===== config.mk =====
export PLATFORM = sky130hd
export DESIGN_NAME = uart_rx
export DESIGN_NICKNAME = d
export VERILOG_FILES = /design/src/rtl/uart_rx.sv
export SDC_FILE = /design/constraint.sdc
export NUM_CORES = 1
export LEC_CHECK = 0
export CORE_UTILIZATION = 44
export CTS_CLUSTER_SIZE = 16
export DETAILED_ROUTE_END_ITERATION = 16
export HOLD_SLACK_MARGIN = 0.06
export PLACE_DENSITY = 0.68
export SLEW_MARGIN = 20
export SYNTH_ARGS = -nofsm -noshare
export SYNTH_HDL_FRONTEND = slang
export SYNTH_SLANG_ARGS = --single-unit

===== constraint.sdc =====
create_clock -name clk -period 2.4 [get_ports clk]
set_input_delay 0.48 -clock clk [delete_from_list [all_inputs] [get_ports clk]]
set_output_delay 0.48 -clock clk [all_outputs]
set_load 0.05 [all_outputs]

===== src/rtl/uart_rx.sv =====
// UART receiver: oversampled start/data/parity/stop decoding with a one-byte
// holding register, ready/valid handoff, RTS flow control and error pulses.
module uart_rx #(
  parameter int unsigned OVERSAMPLE  = 16,
  parameter int unsigned SYNC_STAGES = 2
) (
  input  logic       clk,
  input  logic       rst,
  input  logic       baud_tick_i,
  input  logic       rx_i,
  input  logic       rx_enable_i,
  input  logic       parity_en_i,
  output logic [7:0] rx_d_o,
  output logic       rx_d_valid_o,
  input  logic       rx_d_ready_i,
  output logic       rx_rts_n_o,
  output logic       parity_err_o,
  output logic       frame_err_o,
  output logic       overrun_o,
  output logic       busy_o
);

  localparam int unsigned TICK_W = 4;
  localparam int unsigned BIT_W  = 3;
  localparam int unsigned DATA_W = 8;
  localparam logic [TICK_W-1:0] HALF_LAST = TICK_W'(OVERSAMPLE / 2 - 1);
  localparam logic [TICK_W-1:0] FULL_LAST = TICK_W'(OVERSAMPLE - 1);
  localparam logic [BIT_W-1:0]  LAST_BIT  = BIT_W'(DATA_W - 1);

  typedef enum logic [2:0] {
    S_IDLE,
    S_START,
    S_DATA,
    S_PARITY,
    S_STOP,
    S_BREAK
  } state_e;

  state_e              state_q, state_d;
  logic [SYNC_STAGES-1:0] sync_q;
  logic                line;
  logic [TICK_W-1:0]   tick_q, tick_d;
  logic [BIT_W-1:0]    bit_q, bit_d;
  logic [DATA_W-1:0]   shift_q, shift_d;
  logic                par_en_q, par_en_d;
  logic                par_bad_q, par_bad_d;
  logic                frame_done;
  logic                frame_bad;

  logic [DATA_W-1:0]   rx_d_q, rx_d_d;
  logic                valid_q, valid_d;
  logic                rts_n_q;
  logic                perr_q, perr_d;
  logic                ferr_q;
  logic                ovr_q, ovr_d;
  logic                busy_q;

  assign line = sync_q[SYNC_STAGES-1];

  // Frame decoder: all counting happens only on baud ticks.
  always_comb begin
    state_d    = state_q;
    tick_d     = tick_q;
    bit_d      = bit_q;
    shift_d    = shift_q;
    par_en_d   = par_en_q;
    par_bad_d  = par_bad_q;
    frame_done = 1'b0;
    frame_bad  = 1'b0;
    if (baud_tick_i) begin
      unique case (state_q)
        S_IDLE: begin
          if (rx_enable_i && !line) begin
            state_d   = S_START;
            tick_d    = '0;
            bit_d     = '0;
            par_en_d  = parity_en_i;
            par_bad_d = 1'b0;
          end
        end
        S_START: begin
          if (tick_q == HALF_LAST) begin
            tick_d  = '0;
            state_d = line ? S_IDLE : S_DATA;
          end else begin
            tick_d = tick_q + TICK_W'(1);
          end
        end
        S_DATA: begin
          if (tick_q == FULL_LAST) begin
            tick_d  = '0;
            shift_d = {line, shift_q[DATA_W-1:1]};
            bit_d   = bit_q + BIT_W'(1);
            if (bit_q == LAST_BIT) begin
              state_d = par_en_q ? S_PARITY : S_STOP;
            end
          end else begin
            tick_d = tick_q + TICK_W'(1);
          end
        end
        S_PARITY: begin
          if (tick_q == FULL_LAST) begin
            tick_d    = '0;
            par_bad_d = line ^ (^shift_q);
            state_d   = S_STOP;
          end else begin
            tick_d = tick_q + TICK_W'(1);
          end
        end
        S_STOP: begin
          if (tick_q == FULL_LAST) begin
            tick_d = '0;
            if (line) begin
              frame_done = 1'b1;
              state_d    = S_IDLE;
            end else begin
              frame_bad = 1'b1;
              state_d   = S_BREAK;
            end
          end else begin
            tick_d = tick_q + TICK_W'(1);
          end
        end
        S_BREAK: begin
          if (line) begin
            state_d = S_IDLE;
          end
        end
        default: state_d = S_IDLE;
      endcase
    end
  end

  // Holding register: a handshake frees the slot in the same cycle a new byte may land.
  always_comb begin
    rx_d_d  = rx_d_q;
    valid_d = valid_q;
    perr_d  = 1'b0;
    ovr_d   = 1'b0;
    if (valid_q && rx_d_ready_i) begin
      valid_d = 1'b0;
    end
    if (frame_done) begin
      perr_d = par_en_q && par_bad_q;
      if (valid_q && !rx_d_ready_i) begin
        ovr_d = 1'b1;
      end else begin
        rx_d_d  = shift_q;
        valid_d = 1'b1;
      end
    end
  end

  always_ff @(posedge clk) begin
    if (rst) begin
      sync_q    <= '1;
      state_q   <= S_IDLE;
      tick_q    <= '0;
      bit_q     <= '0;
      shift_q   <= '0;
      par_en_q  <= 1'b0;
      par_bad_q <= 1'b0;
      rx_d_q    <= '0;
      valid_q   <= 1'b0;
      rts_n_q   <= 1'b0;
      perr_q    <= 1'b0;
      ferr_q    <= 1'b0;
      ovr_q     <= 1'b0;
      busy_q    <= 1'b0;
    end else begin
      sync_q    <= {sync_q[SYNC_STAGES-2:0], rx_i};
      state_q   <= state_d;
      tick_q    <= tick_d;
      bit_q     <= bit_d;
      shift_q   <= shift_d;
      par_en_q  <= par_en_d;
      par_bad_q <= par_bad_d;
      rx_d_q    <= rx_d_d;
      valid_q   <= valid_d;
      rts_n_q   <= valid_d;
      perr_q    <= perr_d;
      ferr_q    <= frame_bad;
      ovr_q     <= ovr_d;
      busy_q    <= (state_d != S_IDLE);
    end
  end

  assign rx_d_o       = rx_d_q;
  assign rx_d_valid_o = valid_q;
  assign rx_rts_n_o   = rts_n_q;
  assign parity_err_o = perr_q;
  assign frame_err_o  = ferr_q;
  assign overrun_o    = ovr_q;
  assign busy_o       = busy_q;

endmodule


# Word level (Yosys, flattened, before mapping)
# Index checks and enable logic that the tools add are counted.
# op_classes
n_eq_ne	11
div_mod_pow	0
n_reduce_logical	21
addsub	2
n_mul	0
n_mux	31
n_bitwise	6
shift	0
magnitude_cmp	0
# ops
op	n
two-way mux 3 bit	12
one-hot mux 3 bit (6 select lines)	1
two-way mux 4 bit	3
one-hot mux 4 bit (3 select lines)	1
two-way mux 1 bit	11
equality test 3 bit (second input constant)	3
AND reduction 3 bit	3
AND reduction 4 bit	2
XOR reduction 8 bit	1
equality test 3 x 2 -> 1 bit (second input constant)	2
!= test 2 bit (second input constant)	3
one-hot mux 3 bit (2 select lines)	1
nonzero test 3 bit	2
inverter 1 bit	5
adder 4 x 1 -> 4 bit (second input constant)	1
equality test 4 x 3 -> 1 bit (second input constant)	1
equality test 4 bit (second input constant)	1
logical AND 1 bit	4
nonzero test 2 bit	2
OR reduction 4 bit	1
adder 3 x 1 -> 3 bit (second input constant)	1
equality test 3 x 1 -> 1 bit (second input constant)	1
logical NOT 3 bit	1
OR reduction 3 bit	1
other kinds (6)	7
# word_totals
output_inout_bits	14
romBits	0
elab_cells	84
mem_bits_rw	0
latch_bits	0
register_bits	35
in_bits	7
mem_count	0

# Longest topological paths before layout
# depth
depth_word	6
ltp_mapped	7
mapped_depth_nobuf	7

# Least setup slack after synthesis
# No wires, ideal clock.
# synth_timing
path_type	reg2reg
startpoint	register bit_q[0]
endpoint	register busy_q, in the netlist busy_o
n_path_buf	0
setup_time_ns	0.127
period_less_slack_ns	1.683
stages_incl_launch_ff	7
required_time_ns	2.273
arrival_ns	1.556
path_slack_ns	0.717
path_cell_list	dfxtp_1 ha_1 ha_1 a32o_1 a311oi_1 o32ai_1 or3_1
# synth_between
elab_chain_cells	6
# synth_lines
item	line	source
start, declared	43	logic [BIT_W-1:0] bit_q, bit_d;
start signal, assigned	174	bit_q <= bit_d;
equality test 3 bit	94	if (bit_q == LAST_BIT) begin
two-way mux 3 bit	94	
two-way mux 3 bit	90	if (tick_q == FULL_LAST) begin
one-hot mux 3 bit (6 select lines)	71	unique case (state_q)
two-way mux 3 bit	70	if (baud_tick_i) begin
nonzero test 3 bit	184	busy_q <= (state_d != S_IDLE);
end signal, assigned	184	
end, declared	56	logic busy_q;
# Every way passes these cells.
# A chain may end at the register's enable or synchronous reset.

==> metrics.md <==
| Metric | Value |
|---|---|
| Syn Inst Count | 184 |
| Worst-path cell chain | clkdlybuf4s50_1 |
| Vias in the first global route | 1,314 |
| Drt pass-1 iters | 4 |
| Fin crit period | 1.929 ns |
| Hold violation total from the final report | 0 |
| Via count | 1,334 |
| Cell Count, Final, Fillers Out | 249 |
| Root buffer cell | clkbuf_8 |
| R2r setup slk | 0.52 ns |
| Top cell type's share of synthesized area | 42.46% |
| Primary FF master, synth | dfxtp_1 |
| Worst hold path type | register to register |
| Antenna violations before repair | 0 |
| Synth async-reset ratio | 0% |
| CP delay by family, top | buffers and inverters |
| Worst slew pin tran | 0.5119 ns |
| WL/cell | 12.63 um |
| Avg Vias per Cell | 5.357 |
| Slowest CP cell | clkdlybuf4s50_1 |
| Pwr Density | 550.2 nW/um2 |
| Netlist cell types | 39 |
| Core area | 3468 um2 |
| Clock transition at path regs | 0.07 ns |
| WP data arrival | 1.45 ns |
| Hold Startpoint | sync_q[0] |
| Startpoint types | register |
| Commonest non-fill, non-tap cell in the layout | dfxtp_1 |
| GR Util All Layers | 17.85% |
| Syn avg cell area | 8.969 um2 |
| Final setup slack of the worst path | 0.4709 ns |
| First-pass GRT wire length | 5.664 mm |
| Final setup vio count | 0 |
| DRC Markers | 0 |
| Worst vdd ir | 0.4500 mV |
| Count of hold buffers inserted by post-cts repair | 0 |
| Reg2Reg Depth | 7 |
| Chip Width | 63.25 um |
| ANT nets after route | 0 |
| Worst setup path class | register to primary output |
| TritonCTS Buffers | 5 |
| Share of cells above drive strength 1 | 7.882% |
| CP Buf/Inv Count | 1 |
| Leakage | 0.6907 nW |
| Post-synth EDFFs | 0 |
| Total Power | 1.080 mW |
| Final TNS setup | 0 ns |
| Endpoint type of the worst setup path | primary output |
| Gpl congestion | 0.8535 |
| Post-synth net total | 194 |
| Clk sinks | 35 |
| Max transition margin | 65.77% |
| Sequential area share after synthesis | 42.46% |
| Register area | 700.7 um2 |
| Pins Over Slew Limit | 0 |
| CP Max Fanout | 3 |
| Antenna fix cells | 0 |
| Pin count of the biggest net entering global routing | 27 |
| Crit share post-route | 80.38% |
| Design Area, Final | 1963 um2 |
| CTS tree | yes |
| Max clock buf depth | 2 |
| Buffers on Ports | 20 |
| Die area | 4000 um2 |
| Starting Density | 47.58% |
| Data required time of the worst path | 1.92 ns |
| FF-to-FF Start | tick_q[0] |
| Fill cells | 343 |
| Yosys top cell by area | dfxtp_1 |
| Max Clock Skew | 0.01004 ns |
| Crit path depth | 1 |
| Placed cell area | 1876 um2 |
| Synthesized flop and latch total | 35 |
| Multi-input logic area | 868.3 um2 |
| Max Fclk | 518.4 MHz |
| Status | finished clean |
| Crit path largest cell delay | 0.82 ns |
| Post-Route WL | 3.146 mm |
| Number of max-cap violations | 0 |
| Cell Rows | 21 |
| R2r endpoint | shift_q[6] |
| DP Cell Count | 242 |
| Resize count post-CTS | 0 |
| RSZ-0062 raised after global routing | false |
| Post CTS Setup Buffer Count | 0 |
| Skew-Pair Late Insertion Delay | 0.28 ns |
| Hold Path Depth | 1 |
| I/O pin count | 21 |
| Number of DRC markers in iteration 0 | 140 |
| Layout area overhead | 18.95% |
| Yosys warning count | 0 |
| Overflow after GRT | 0 |
| HPWL after detailed placement | 2.193 mm |
| Dpl ws | 0.2324 ns |
| Worst Hold End | sync_q[1] |
| Synth area leaders | dfxtp_1 (42%), mux2i_1 (12%), nor2_1 (5.5%), xnor2_1 (5.3%), nand2_1 (3.0%) |
| Die Y | 63.25 um |
| Netlist area before placement | 1650 um2 |
| Commonest cells after routing, fill and taps aside | dfxtp_1 (35), nor2_1 (24), clkdlybuf4s50_1 (20) |
| Nets@finish | 213 |
| Htree depth | 2 |
layer usage:
metal	share of wire, %	vias to the layer above	routed length [um]	global-route usage [%]
met5	0	-	0	0
met4	1.9	0	61	7.670
met3	4.0	7	126	5.072
met2	49	30	1532	29.57
met1	45	625	1425	21.46
li1	-	672	-	-
metrics by stage:
stage | utilization, % | hold WS (ns)
CTS | 56.60 | 0.4104
global placement | 54.08 | 0.3992
floorplan | - | 0.3895
finish | 56.60 | 0.4071
global route | 56.60 | 0.4183
detailed placement | 54.08 | 0.3995
how the worst max path moves through the flow:
stage                            from      endpoint  slack [ns]
after detailed placement  baud_tick_i     rx_d_o[0]        0.23
after floorplan              bit_q[0]        busy_o        0.72
after global routing        tick_q[0]    shift_q[6]        0.33
after CTS                  rx_rts_n_o  rx_d_valid_o        0.45
after global placement    baud_tick_i     rx_d_o[7]        0.27
final                      rx_rts_n_o  rx_d_valid_o        0.47
final cells by class:
type | count | area share [%]
multi-input combinational | 133 | 44.23
sequential | 35 | 35.69
timing repair buffer | 25 | 12.11
clock buffer | 6 | 4.207
tap | 46 | 2.932
inverter | 3 | 0.5736
clock inverter | 1 | 0.2549
cell usage after synthesis (2+ instances only):
master,count
dfxtp_1,35
nor2_1,24
mux2i_1,19
nand2_1,13
xnor2_1,10
a21oi_1,8
nand3_1,6
buf_2,5
nor2b_1,5
o21ai_0,5
and2_1,4
buf_4,4
clkbuf_1,4
nand4_1,4
ha_1,3
inv_1,3
nand2b_1,3
or2_2,3
a31oi_1,2
nand3b_1,2
nand4b_1,2
nor3_1,2
o21ai_1,2
cell families after synthesis:
group                      count (synthesis)  share of synthesized area [%]
AOI/OAI and AO/OA                         25                          9.477
xor gates and xnor gates                  11                          5.838
adders and majority gates                  3                          2.275
buffers and inverters                     16                          4.927
DFF                                       35                          42.46
muxes                                     19                          11.52
and+or+nand+nor                           75                          23.50
power by group:
part	switching, mW	internal (mW)	leakage, nW
clock	0.194	0.225	0.0470
sequential	0.00799	0.586	0.283
combinational	0.0370	0.0306	0.361
total	0.239	0.841	0.691
worst register-to-register path: stages, from the launching register on:
cell and delay, ns:
dfxtp_1 0.38, ha_1 0.26, and3_1 0.27, and2_1 0.24, and2_1 0.16, buf_4 0.20, mux2i_1 0.20, nor2_1 0.05
registers in the layout (all words and copies together), names as in the netlist, 2 cells and up:
name and cells:
bit_q 3, rx_d_o 8, shift_q 8, state_q 3
sync_q 2, tick_q 4
Power figures use the tool's default switching activity.
